### src/rtl/regs_pkg.sv
// Shared definitions for the parametrised register bank: fixed register indices,
// write-mode and post-modify encodings, and small decode helpers.
package regs_pkg;

    localparam int REG_AX = 0;
    localparam int REG_CX = 1;
    localparam int REG_DX = 2;
    localparam int REG_BX = 3;
    localparam int REG_SP = 4;
    localparam int REG_BP = 5;
    localparam int REG_SI = 6;
    localparam int REG_DI = 7;

    typedef enum logic [1:0] {
        WM_FULL = 2'b00,
        WM_LO   = 2'b01,
        WM_HI   = 2'b10,
        WM_NONE = 2'b11
    } wr_mode_e;

    typedef enum logic [1:0] {
        PM_PUSH = 2'b00,
        PM_POP  = 2'b01,
        PM_STR  = 2'b10,
        PM_SI   = 2'b11
    } pm_op_e;

    function automatic logic pm_moves_sp(input logic [1:0] op);
        return (op == PM_PUSH) || (op == PM_POP);
    endfunction

    function automatic logic pm_moves_si(input logic [1:0] op);
        return (op == PM_STR) || (op == PM_SI);
    endfunction

    function automatic logic pm_moves_di(input logic [1:0] op);
        return (op == PM_STR);
    endfunction

endpackage

### src/rtl/banco_registros_p_if.sv
// Request/response bundle between decode/control, the ALU/AGU and the register bank.
interface banco_registros_p_if #(
    parameter int DATA_W = 16,
    parameter int AW     = 3
);
    logic              wr_en;
    logic [AW-1:0]     wr_addr;
    logic [1:0]        wr_mode;
    logic              hi_src;
    logic [DATA_W-1:0] data_in;
    logic              pm_en;
    logic [1:0]        pm_op;
    logic              pm_byte;
    logic              dir;
    logic [AW-1:0]     rd_addr_a;
    logic [AW-1:0]     rd_addr_b;
    logic [DATA_W-1:0] rd_data_a;
    logic [DATA_W-1:0] rd_data_b;
    logic [DATA_W-1:0] sp;
    logic [DATA_W-1:0] si;
    logic [DATA_W-1:0] di;
    logic              wrap;

    modport master (
        output wr_en, wr_addr, wr_mode, hi_src, data_in,
        output pm_en, pm_op, pm_byte, dir,
        output rd_addr_a, rd_addr_b,
        input  rd_data_a, rd_data_b, sp, si, di, wrap
    );

    modport slave (
        input  wr_en, wr_addr, wr_mode, hi_src, data_in,
        input  pm_en, pm_op, pm_byte, dir,
        input  rd_addr_a, rd_addr_b,
        output rd_data_a, rd_data_b, sp, si, di, wrap
    );

endinterface

### src/rtl/regs_postmod.sv
// Combinational next-value and boundary-crossing calculation for SP, SI and DI.
module regs_postmod
    import regs_pkg::*;
#(
    parameter int DATA_W = 16
) (
    input  logic              pm_en,
    input  logic [1:0]        pm_op,
    input  logic              pm_byte,
    input  logic              dir,
    input  logic [DATA_W-1:0] sp_cur,
    input  logic [DATA_W-1:0] si_cur,
    input  logic [DATA_W-1:0] di_cur,
    output logic [DATA_W-1:0] sp_nxt,
    output logic [DATA_W-1:0] si_nxt,
    output logic [DATA_W-1:0] di_nxt,
    output logic              sp_upd,
    output logic              si_upd,
    output logic              di_upd,
    output logic              sp_wrap,
    output logic              si_wrap,
    output logic              di_wrap
);

    localparam logic [DATA_W:0] WORD_STEP = (DATA_W + 1)'(DATA_W / 8);
    localparam logic [DATA_W:0] BYTE_STEP = (DATA_W + 1)'(1);

    logic [DATA_W:0] str_step_s;
    logic [DATA_W:0] sp_res_s;
    logic [DATA_W:0] si_res_s;
    logic [DATA_W:0] di_res_s;

    // The extra top bit is the carry on increment and the borrow on decrement.
    function automatic logic [DATA_W:0] step_ptr(input logic [DATA_W-1:0] cur,
                                                 input logic [DATA_W:0]   step,
                                                 input logic              down);
        logic [DATA_W:0] ext;
        ext = {1'b0, cur};
        if (down) begin
            return ext - step;
        end else begin
            return ext + step;
        end
    endfunction

    // Pointer arithmetic and per-pointer update enables.
    always_comb begin
        str_step_s = WORD_STEP;
        if (pm_byte) begin
            str_step_s = BYTE_STEP;
        end else begin
            str_step_s = WORD_STEP;
        end
        sp_res_s = step_ptr(sp_cur, WORD_STEP, pm_op == PM_PUSH);
        si_res_s = step_ptr(si_cur, str_step_s, dir);
        di_res_s = step_ptr(di_cur, str_step_s, dir);
        sp_upd   = pm_en && pm_moves_sp(pm_op);
        si_upd   = pm_en && pm_moves_si(pm_op);
        di_upd   = pm_en && pm_moves_di(pm_op);
    end

    assign sp_nxt  = sp_res_s[DATA_W-1:0];
    assign si_nxt  = si_res_s[DATA_W-1:0];
    assign di_nxt  = di_res_s[DATA_W-1:0];
    assign sp_wrap = sp_res_s[DATA_W];
    assign si_wrap = si_res_s[DATA_W];
    assign di_wrap = di_res_s[DATA_W];

endmodule

### src/rtl/banco_registros_p.sv
// Parametrised GP/pointer register file: storage, byte-merge writes, SP/SI/DI
// post-modify with wrap detection, explicit-write priority and two read ports.
module banco_registros_p
    import regs_pkg::*;
#(
    parameter int DATA_W = 16,
    parameter int NREG   = 8,
    parameter int BYPASS = 1,
    parameter int AW     = $clog2(NREG)
) (
    input logic                clk,
    input logic                reset,
    banco_registros_p_if.slave bus
);

    logic [DATA_W-1:0] regs_q [NREG];
    logic [DATA_W-1:0] regs_d [NREG];
    logic              wrap_q;
    logic              wrap_d;

    logic              wr_valid_s;
    logic [DATA_W-1:0] wr_old_s;
    logic [DATA_W-1:0] wr_merged_s;
    logic              hit_sp_s;
    logic              hit_si_s;
    logic              hit_di_s;
    logic [DATA_W-1:0] sp_nxt_s;
    logic [DATA_W-1:0] si_nxt_s;
    logic [DATA_W-1:0] di_nxt_s;
    logic              sp_upd_s;
    logic              si_upd_s;
    logic              di_upd_s;
    logic              sp_wrap_s;
    logic              si_wrap_s;
    logic              di_wrap_s;
    logic [DATA_W-1:0] rd_a_s;
    logic [DATA_W-1:0] rd_b_s;

    function automatic logic [DATA_W-1:0] merge_word(input logic [DATA_W-1:0] old_v,
                                                     input logic [DATA_W-1:0] new_v,
                                                     input logic [1:0]        mode,
                                                     input logic              hi_sel);
        logic [DATA_W-1:0] res;
        logic [7:0]        hb;
        res = old_v;
        hb  = hi_sel ? new_v[15:8] : new_v[7:0];
        case (mode)
            WM_FULL: res = new_v;
            WM_LO:   res[7:0] = new_v[7:0];
            WM_HI:   res[15:8] = hb;
            default: res = old_v;
        endcase
        return res;
    endfunction

    regs_postmod #(
        .DATA_W (DATA_W)
    ) u_postmod (
        .pm_en   (bus.pm_en),
        .pm_op   (bus.pm_op),
        .pm_byte (bus.pm_byte),
        .dir     (bus.dir),
        .sp_cur  (regs_q[REG_SP]),
        .si_cur  (regs_q[REG_SI]),
        .di_cur  (regs_q[REG_DI]),
        .sp_nxt  (sp_nxt_s),
        .si_nxt  (si_nxt_s),
        .di_nxt  (di_nxt_s),
        .sp_upd  (sp_upd_s),
        .si_upd  (si_upd_s),
        .di_upd  (di_upd_s),
        .sp_wrap (sp_wrap_s),
        .si_wrap (si_wrap_s),
        .di_wrap (di_wrap_s)
    );

    // Decode the explicit write: validity, old contents and merged result.
    always_comb begin
        wr_valid_s = 1'b0;
        wr_old_s   = {DATA_W{1'b0}};
        if (bus.wr_en && (bus.wr_mode != WM_NONE) && (int'(bus.wr_addr) < NREG)) begin
            wr_valid_s = 1'b1;
            wr_old_s   = regs_q[bus.wr_addr];
        end else begin
            wr_valid_s = 1'b0;
            wr_old_s   = {DATA_W{1'b0}};
        end
        wr_merged_s = merge_word(wr_old_s, bus.data_in, bus.wr_mode, bus.hi_src);
        hit_sp_s    = wr_valid_s && (int'(bus.wr_addr) == REG_SP);
        hit_si_s    = wr_valid_s && (int'(bus.wr_addr) == REG_SI);
        hit_di_s    = wr_valid_s && (int'(bus.wr_addr) == REG_DI);
    end

    // Next register values: an explicit write overrides a same-register post-modify.
    always_comb begin
        regs_d = regs_q;
        for (int i = 0; i < NREG; i++) begin
            if (wr_valid_s && (int'(bus.wr_addr) == i)) begin
                regs_d[i] = wr_merged_s;
            end else if ((i == REG_SP) && sp_upd_s) begin
                regs_d[i] = sp_nxt_s;
            end else if ((i == REG_SI) && si_upd_s) begin
                regs_d[i] = si_nxt_s;
            end else if ((i == REG_DI) && di_upd_s) begin
                regs_d[i] = di_nxt_s;
            end else begin
                regs_d[i] = regs_q[i];
            end
        end
        wrap_d = (sp_upd_s && sp_wrap_s && !hit_sp_s) ||
                 (si_upd_s && si_wrap_s && !hit_si_s) ||
                 (di_upd_s && di_wrap_s && !hit_di_s);
    end

    // Read muxes; only the explicit write is forwarded, never post-modify results.
    always_comb begin
        rd_a_s = {DATA_W{1'b0}};
        rd_b_s = {DATA_W{1'b0}};
        if ((BYPASS != 0) && wr_valid_s && (bus.rd_addr_a == bus.wr_addr)) begin
            rd_a_s = wr_merged_s;
        end else if (int'(bus.rd_addr_a) < NREG) begin
            rd_a_s = regs_q[bus.rd_addr_a];
        end else begin
            rd_a_s = {DATA_W{1'b0}};
        end
        if ((BYPASS != 0) && wr_valid_s && (bus.rd_addr_b == bus.wr_addr)) begin
            rd_b_s = wr_merged_s;
        end else if (int'(bus.rd_addr_b) < NREG) begin
            rd_b_s = regs_q[bus.rd_addr_b];
        end else begin
            rd_b_s = {DATA_W{1'b0}};
        end
    end

    // Storage and wrap pulse; reset discards any request in the same cycle.
    always_ff @(posedge clk) begin
        if (reset) begin
            for (int i = 0; i < NREG; i++) begin
                regs_q[i] <= {DATA_W{1'b0}};
            end
            wrap_q <= 1'b0;
        end else begin
            regs_q <= regs_d;
            wrap_q <= wrap_d;
        end
    end

    assign bus.rd_data_a = rd_a_s;
    assign bus.rd_data_b = rd_b_s;
    assign bus.sp        = regs_q[REG_SP];
    assign bus.si        = regs_q[REG_SI];
    assign bus.di        = regs_q[REG_DI];
    assign bus.wrap      = wrap_q;

endmodule

### src/flat_wrapper.sv
// flat-port wrapper written by rule: the top's interface ports become plain ports
module banco_registros_p_flat import regs_pkg::*;
#(
    parameter int DATA_W = 16,
    parameter int NREG   = 8,
    parameter int BYPASS = 1,
    parameter int AW     = $clog2(NREG)
)
  (clk, reset, bus_wr_en, bus_wr_addr, bus_wr_mode, bus_hi_src, bus_data_in, bus_pm_en, bus_pm_op, bus_pm_byte, bus_dir, bus_rd_addr_a, bus_rd_addr_b, bus_rd_data_a, bus_rd_data_b, bus_sp, bus_si, bus_di, bus_wrap);
  banco_registros_p_if #(.DATA_W(DATA_W), .AW(AW)) bus_i ();
  input logic clk;
  input logic reset;
  input wire logic [$bits(bus_i.wr_en)-1:0] bus_wr_en;
  input wire logic [$bits(bus_i.wr_addr)-1:0] bus_wr_addr;
  input wire logic [$bits(bus_i.wr_mode)-1:0] bus_wr_mode;
  input wire logic [$bits(bus_i.hi_src)-1:0] bus_hi_src;
  input wire logic [$bits(bus_i.data_in)-1:0] bus_data_in;
  input wire logic [$bits(bus_i.pm_en)-1:0] bus_pm_en;
  input wire logic [$bits(bus_i.pm_op)-1:0] bus_pm_op;
  input wire logic [$bits(bus_i.pm_byte)-1:0] bus_pm_byte;
  input wire logic [$bits(bus_i.dir)-1:0] bus_dir;
  input wire logic [$bits(bus_i.rd_addr_a)-1:0] bus_rd_addr_a;
  input wire logic [$bits(bus_i.rd_addr_b)-1:0] bus_rd_addr_b;
  output wire logic [$bits(bus_i.rd_data_a)-1:0] bus_rd_data_a;
  output wire logic [$bits(bus_i.rd_data_b)-1:0] bus_rd_data_b;
  output wire logic [$bits(bus_i.sp)-1:0] bus_sp;
  output wire logic [$bits(bus_i.si)-1:0] bus_si;
  output wire logic [$bits(bus_i.di)-1:0] bus_di;
  output wire logic [$bits(bus_i.wrap)-1:0] bus_wrap;
  assign bus_i.wr_en = bus_wr_en;
  assign bus_i.wr_addr = bus_wr_addr;
  assign bus_i.wr_mode = bus_wr_mode;
  assign bus_i.hi_src = bus_hi_src;
  assign bus_i.data_in = bus_data_in;
  assign bus_i.pm_en = bus_pm_en;
  assign bus_i.pm_op = bus_pm_op;
  assign bus_i.pm_byte = bus_pm_byte;
  assign bus_i.dir = bus_dir;
  assign bus_i.rd_addr_a = bus_rd_addr_a;
  assign bus_i.rd_addr_b = bus_rd_addr_b;
  assign bus_rd_data_a = bus_i.rd_data_a;
  assign bus_rd_data_b = bus_i.rd_data_b;
  assign bus_sp = bus_i.sp;
  assign bus_si = bus_i.si;
  assign bus_di = bus_i.di;
  assign bus_wrap = bus_i.wrap;
  banco_registros_p #(.DATA_W(DATA_W), .NREG(NREG), .BYPASS(BYPASS), .AW(AW)) u_core (.clk(clk), .reset(reset), .bus(bus_i));
endmodule
### config.mk
export PLATFORM = sky130hd
export DESIGN_NAME = banco_registros_p_flat
export DESIGN_NICKNAME = d
export VERILOG_FILES = /design/src/rtl/regs_pkg.sv /design/src/rtl/banco_registros_p_if.sv /design/src/rtl/regs_postmod.sv /design/src/rtl/banco_registros_p.sv /design/src/flat_wrapper.sv
export SDC_FILE = /design/constraint.sdc
export NUM_CORES = 1
export LEC_CHECK = 0
export ABC_CLOCK_PERIOD_IN_PS = 6800
export BUFFER_PORTS_ARGS = -buffer_cell sky130_fd_sc_hd__buf_4
export CAP_MARGIN = 20
export CORE_MARGIN = 10
export CORE_UTILIZATION = 50
export CTS_BUF_LIST = sky130_fd_sc_hd__clkbuf_4 sky130_fd_sc_hd__clkbuf_8
export DETAILED_ROUTE_END_ITERATION = 8
export MAX_ROUTING_LAYER = met4
export PLACE_DENSITY = 0.69
export SLEW_MARGIN = 10
export SYNTH_ARGS = -nofsm -noshare
export SYNTH_HDL_FRONTEND = slang
export SYNTH_SLANG_ARGS = --single-unit
### constraint.sdc
create_clock -name clk -period 6.8 [get_ports clk]
set_clock_uncertainty 0.1 [all_clocks]
set_input_delay 0.68 -clock clk [delete_from_list [all_inputs] [get_ports clk]]
set_output_delay 0.68 -clock clk [all_outputs]
set_load 0.01 [all_outputs]
After elaboration in Yosys (flattened, before gate mapping)
Cells that the tools add are included.

Add/subtract/negate cells: 6. Mux-type cells: 26. Reduce and logical (&&, ||, !) cells: 34. Bitwise operators: 3. Equality and inequality tests: 15. $lt $le $gt $ge: 3.

Operator list (count): 2-to-1 mux 16 bit (15); binary-select mux 16 bit (select 3 bit) (3); 2-to-1 mux 17 bit (3); adder 16 x 17 -> 17 bit (2); subtractor 16 x 17 -> 17 bit (2); logical AND 1 bit (20); adder 16 x 2 -> 17 bit, second input constant (1); subtractor 16 x 2 -> 17 bit, second input constant (1); 2-to-1 mux 8 bit (2); case mux 8 bit (2 select lines) (1); equality test 3 bit, second input constant (4); greater-or-equal comparator 4 bit, second input constant (3); NOT 3 -> 4 bit (3); equality test 2 bit, second input constant (3); equality test 3 x 2 -> 1 bit, second input constant (2); equality test 3 bit (2); nonzero test 2 bit (3); equality test 2 x 1 -> 1 bit, second input constant (2); zero test 2 bit (2); logical OR 1 bit (4); equality test 3 x 1 -> 1 bit, second input constant (1); zero test 1 bit (3); zero test 3 bit (1); 2-to-1 mux 2 bit (1); other kinds (3) (3).

Logic and storage cells: 96. Output and inout bits: 81. Flip-flop bits (word level): 129. Input bits: 36.

Longest topological paths before layout
Depth in word-level cells: 8. Gate-level depth with buffers: 13. Gate-level depth less buffers: 11.

Modules after synthesis
Synthesis repeated with hierarchy kept, for this count alone.

Cells, all modules: 1208. Area total of the unflattened synthesis: 11165.7 µm².

Modules (own cells, without submodules): banco_registros_p (area each 9033.7 µm², seq. area each 2582.5 µm², instances 1, cells an instance 905); regs_postmod (area each 2132.0 µm², seq. area each 0.0 µm², instances 1, cells an instance 303).

Least setup slack after synthesis
Ideal clock, no wire load.

Path kind: input-to-reg. Start point: input bus_pm_op[1]. End point: register u_core.regs_q (netlist bit u_core.bus.sp[13]). Data arrival time: 2.991 ns. Buffers on the path: 3. Cell stages on the path: 13. Library setup time: 0.128 ns. Data required time: 6.572 ns. Path slack: 3.581 ns. Cell sequence: or2_1 buf_6 buf_6 buf_2 xnor2_1 ha_1 nor2_1 a2111oi_4 a31oi_4 and4_1 or3_1 a31oi_1 nor2_1.

Cells in the longest elaborated chain, start to end: 4. Elaborated cells on any way between the ends: 8. Those cells by class: 1 x eq/ne; 3 x mux; 4 x reduce/logical.

RTL lines: start: declaration (RTL line flat_wrapper.sv:19) `input wire logic [$bits(bus_i.pm_op)-1:0] bus_pm_op;`; zero test 2 bit / equality test 2 x 1 -> 1 bit (equally long branches) (RTL line regs_pkg.sv:29, regs_postmod.sv:54); 2-to-1 mux 17 bit / logical OR 1 bit (equally long branches) (RTL line regs_postmod.sv:39, regs_pkg.sv:29); 2-to-1 mux 16 bit / logical AND 1 bit (equally long branches) (RTL line banco_registros_p.sv:100, regs_postmod.sv:57); 2-to-1 mux 16 bit / nonzero test 2 bit (equally long branches); end signal: indexed assignment (RTL line banco_registros_p.sv:139) `regs_q[i] <= {DATA_W{1'b0}};`; end signal: assignment (RTL line banco_registros_p.sv:143) `regs_q <= regs_d;`; end: declaration (RTL line banco_registros_p.sv:16) `logic [DATA_W-1:0] regs_q [NREG];`.

Parallel ways exist; a longest one is shown, timed or not. The select of a mux whose other input is x is not followed. A chain may end at the register's enable or synchronous reset.

Worst setup path in the final report
Start point: input bus_wr_addr[1]. End point: output bus_rd_data_b[9].

Cells in the longest elaborated chain, start to end: 7. Elaborated cells on any way between the ends: 9. Those cells by class: 1 x eq/ne; 6 x mux; 1 x bitwise; 1 x reduce/logical.

RTL lines: start: declaration (RTL line flat_wrapper.sv:14) `input wire logic [$bits(bus_i.wr_addr)-1:0] bus_wr_addr;`; NOT 3 -> 4 bit (not written as such) (RTL line banco_registros_p.sv:83) `wr_old_s = regs_q[bus.wr_addr];`; binary-select mux 16 bit (select 3 bit) (RTL line banco_registros_p.sv:83); 2-to-1 mux 16 bit (not written as such) (2 in series) (RTL line banco_registros_p.sv:83); 2-to-1 mux 16 bit (RTL line banco_registros_p.sv:81) `if (bus.wr_en && (bus.wr_mode != WM_NONE) && (int'(bus.wr_addr) < NREG)) begin`; case mux 8 bit (2 select lines) (RTL line banco_registros_p.sv:47) `case (mode)`; 2-to-1 mux 16 bit (*) (RTL line banco_registros_p.sv:126) `if ((BYPASS != 0) && wr_valid_s && (bus.rd_addr_b == bus.wr_addr)) begin`; end: declaration (RTL line flat_wrapper.sv:25) `output wire logic [$bits(bus_i.rd_data_b)-1:0] bus_rd_data_b;`.

Mark *: on every way between the ends. The rest lies on a longest branch, timed or not. The select of a mux whose other input is x is not followed.

==> results.yml <==
floorplan:
  die_w_um: 170
  die_area_um2: 28900
  ios: 117
  start_util_pct: 51.2
  fp.dieH_um: 170
  core_um2: 22000
  rows: 54
timing:
  hold-worst-slack_ns: 0.424
  max_freq_mhz: 260
  tightest_slew_ns: 0.916
  period_share_pct: 56.6
  rsz0062_at_grt: "no"
  setup_viol: 0
  period_needed_ns: 3.85
  drv_slew: 0
  finalSetupTns_ns: 0
  hold_violations: 0
  setup_slack_ns: 2.95
  max_slew_margin_pct: 38.9
drt:
  wire_per_inst_um: 25.4
  ant_nets: 0
  drt_first_pass_iters: 5
  drt_iter0_markers: 1071
  drc: 0
  avgViaCountPerCell: 6.85
  finalWirelength_um: 38400
  num_vias: 10356
worst_setup_path:
  end_kind: "output port"
  cp.arrival_ns: 3.07
  cp-start-kind: "primary input"
  r2r_end: "u_core.bus.di[12]$_SDFFE_PP0P_"
  reg2reg_from: "u_core.bus.di[5]$_SDFFE_PP0P_"
  crit_end: "bus_rd_data_b[9]"
  ff2ff_path_depth: 8
  worstPathMaxFanout: 42
  ff2ff_setup_slack_ns: 3.94
  worstSetupPathType: "in -> out"
  critPathRequiredTime_ns: 6.02
  startpoint: "bus_wr_addr[1]"
synth:
  ys_seq_elements: 129
  synth_cells: 1237
  synth_area_leader_cell: "dfxtp_1"
  synth_commonest_cells: "156 x nor2_1, 139 x a211oi_1, 129 x dfxtp_1"
  synthFlopType: "dfxtp_1"
  syn_area_um2: 11300
  synthDistinctLibCells: 88
  avgSynthCellArea_um2: 9.11
  synth-edff-count: 0
  synth_warnings: 0
  synth.top_cells.by_area: "dfxtp_1 23%, mux4_2 19%, a211oi_1 9.3%"
  ys_async_sr_fraction_pct: 0
  synth_nets: 1308
  yosysSeqAreaShare_pct: 22.9
  yosysTopAreaCellShare_pct: 22.9
  synth.most_common_cell: "nor2_1"
cts:
  cts_buffers: 17
  cts_root_buf: "clkbuf_8"
  post_cts_buffers: 0
  cts_htree_levels: 4
  cts_sinks: 129
  cts_tree: "built"
  clock_latency_ns: 0.49
  clockBufferDepth: 2
  cts_resized: 0
  ctsHoldBuffers: 0
  path_clk_slew_ns: 0.08
outcome:
  status: "complete, no violations"
power_and_ir_drop:
  p_int_mw: 1.47
  share_seq_of_total_power_pct: 38.9
  switching_share_pct: 34.5
  p_clk_share_pct: 32.9
  total_power_mw: 2.25
  peakVddDrop_mv: 0.105
  combPwrFrac_pct: 28.2
  leakage_nw: 4.45
  powerDensity_nw_per_um2: 185
  p_sw_uw: 774
place:
  placed_area_um2: 11700
  port_buffers: 116
  place_ws_ns: 3.03
  gp_congestion: 0.907
  hpwl_um: 26600
cells_and_area:
  design_area_um2: 12200
  fillers: 1964
  drive_gt1_share_pct: 24.6
  area_growth_pct: 7.88
  layout.area.seq_um2: 2580
  nNetsFinal: 1290
  multi_input_area_um2: 7720
global_route:
  overflow: 0
  grt_max_degree: 103
  track_usage_pct: 26.8
  antenna_found_initial: 1
  grt_pass1_wl_um: 58800
  grt_pass1_vias: 9699
min_path:
  hold_path_class: "reg -> reg"
  whs_path_depth: 2
job:
  cap_violations: 0
==> routing by layer <==
| layer | up-vias | wire, um | track usage (%) |
|---|---|---|---|
| li1 | 4668 | - | - |
| met1 | 5034 | 15800 | 35.4 |
| met2 | 570 | 17500 | 40.6 |
| met3 | 84 | 3830 | 5.00 |
| met4 | 0 | 1170 | 8.73 |
| met5 | - | 0 | - |
==> sequential cells by signal, summed over array words and instances (netlist names) <==
register	count
u_core.bus.sp	16
u_core.regs_q	80
u_core.bus.si	16
u_core.bus.di	16
u_core.bus.wrap	1
==> how the worst min path moves through the flow <==
stage / from / endpoint / slack [ns]
2_1_floorplan: u_core.bus.si[6]$_SDFFE_PP0P_ / u_core.bus.si[6]$_SDFFE_PP0P_ / 0.39
3_3_place_gp: u_core.regs_q[43]$_SDFFE_PP0P_ / u_core.regs_q[43]$_SDFFE_PP0P_ / 0.41
3_5_place_dp: u_core.regs_q[91]$_SDFFE_PP0P_ / u_core.regs_q[91]$_SDFFE_PP0P_ / 0.41
4_1_cts: u_core.regs_q[91]$_SDFFE_PP0P_ / u_core.regs_q[91]$_SDFFE_PP0P_ / 0.42
5_1_grt: u_core.regs_q[126]$_SDFFE_PP0P_ / u_core.regs_q[126]$_SDFFE_PP0P_ / 0.45
6_report: u_core.regs_q[91]$_SDFFE_PP0P_ / u_core.regs_q[91]$_SDFFE_PP0P_ / 0.42
==> power groups by stage <==
| stage | Sequential (mW) | Clock (mW) | Combinational [mW] |
|---|---|---|---|
| 4_1_cts | 0.869 | 0.737 | 0.623 |
| 3_5_place_dp | 0.887 | 0 | 0.620 |
| 6_report | 0.873 | 0.740 | 0.633 |
| 5_1_grt | 0.875 | 0.765 | 0.684 |
| 3_3_place_gp | 0.887 | 0 | 0.614 |
| 2_1_floorplan | 0.837 | 0 | 0.483 |
==> stage by stage <==
step	util, %	std cells
floorplan	-	1237
finish	55.2	1512
CTS	55.0	1509
global route	55.2	1512
detailed placement	53.1	1478
global placement	53.1	1478
==> cell type report <==
| class | count | share of cell area (%) |
|---|---|---|
| clock inverters | 8 | 1.05 |
| clock buffers | 23 | 2.45 |
| multi-input cells | 923 | 63.5 |
| flip-flops and latches | 129 | 21.2 |
| inverters | 18 | 0.659 |
| diodes | 1 | 0.0206 |
| well taps | 280 | 2.88 |
| repair buffers | 130 | 8.19 |
==> critical path, stage by stage <==
cell and delay, ns:
buf_4 0.53, xor2_1 0.20, nor4_4 0.69, buf_4 0.39, a211oi_1 0.08, a21oi_1 0.28
buf_4 0.19
==> cells by family (layout without fill, tap and decap cells) <==
family          after synthesis  after routing  synth area share [%]
simple gates                346            346                  14.8
compound gates              370            370                  23.9
other cells                   0              1                     0
xor+xnor                     40             40                  3.11
buf+inv                     185            179                  8.95
fa+ha+maj                    35             35                  3.89
mux                         132            132                  22.5
flops                       129            129                  22.9
==> cell usage in the layout, fill, tap and decap left out, drive strengths merged, types with 10 or more instances in the layout <==
| master | count |
|---|---|
| xnor2 | 21 |
| nor3 | 17 |
| buf | 130 |
| nor2 | 159 |
| nand2 | 47 |
| a21oi | 87 |
| and3 | 10 |
| mux4 | 96 |
| o21ai | 28 |
| ha | 35 |
| xor2 | 19 |
| dfxtp | 129 |
| clkbuf | 23 |
| a31oi | 17 |
| mux2i | 32 |
| nand3 | 24 |
| a211oi | 144 |
| nand2b | 10 |
| a221oi | 14 |
| inv | 18 |
| nor2b | 34 |
No activity file was read; power rests on OpenSTA's default activity.
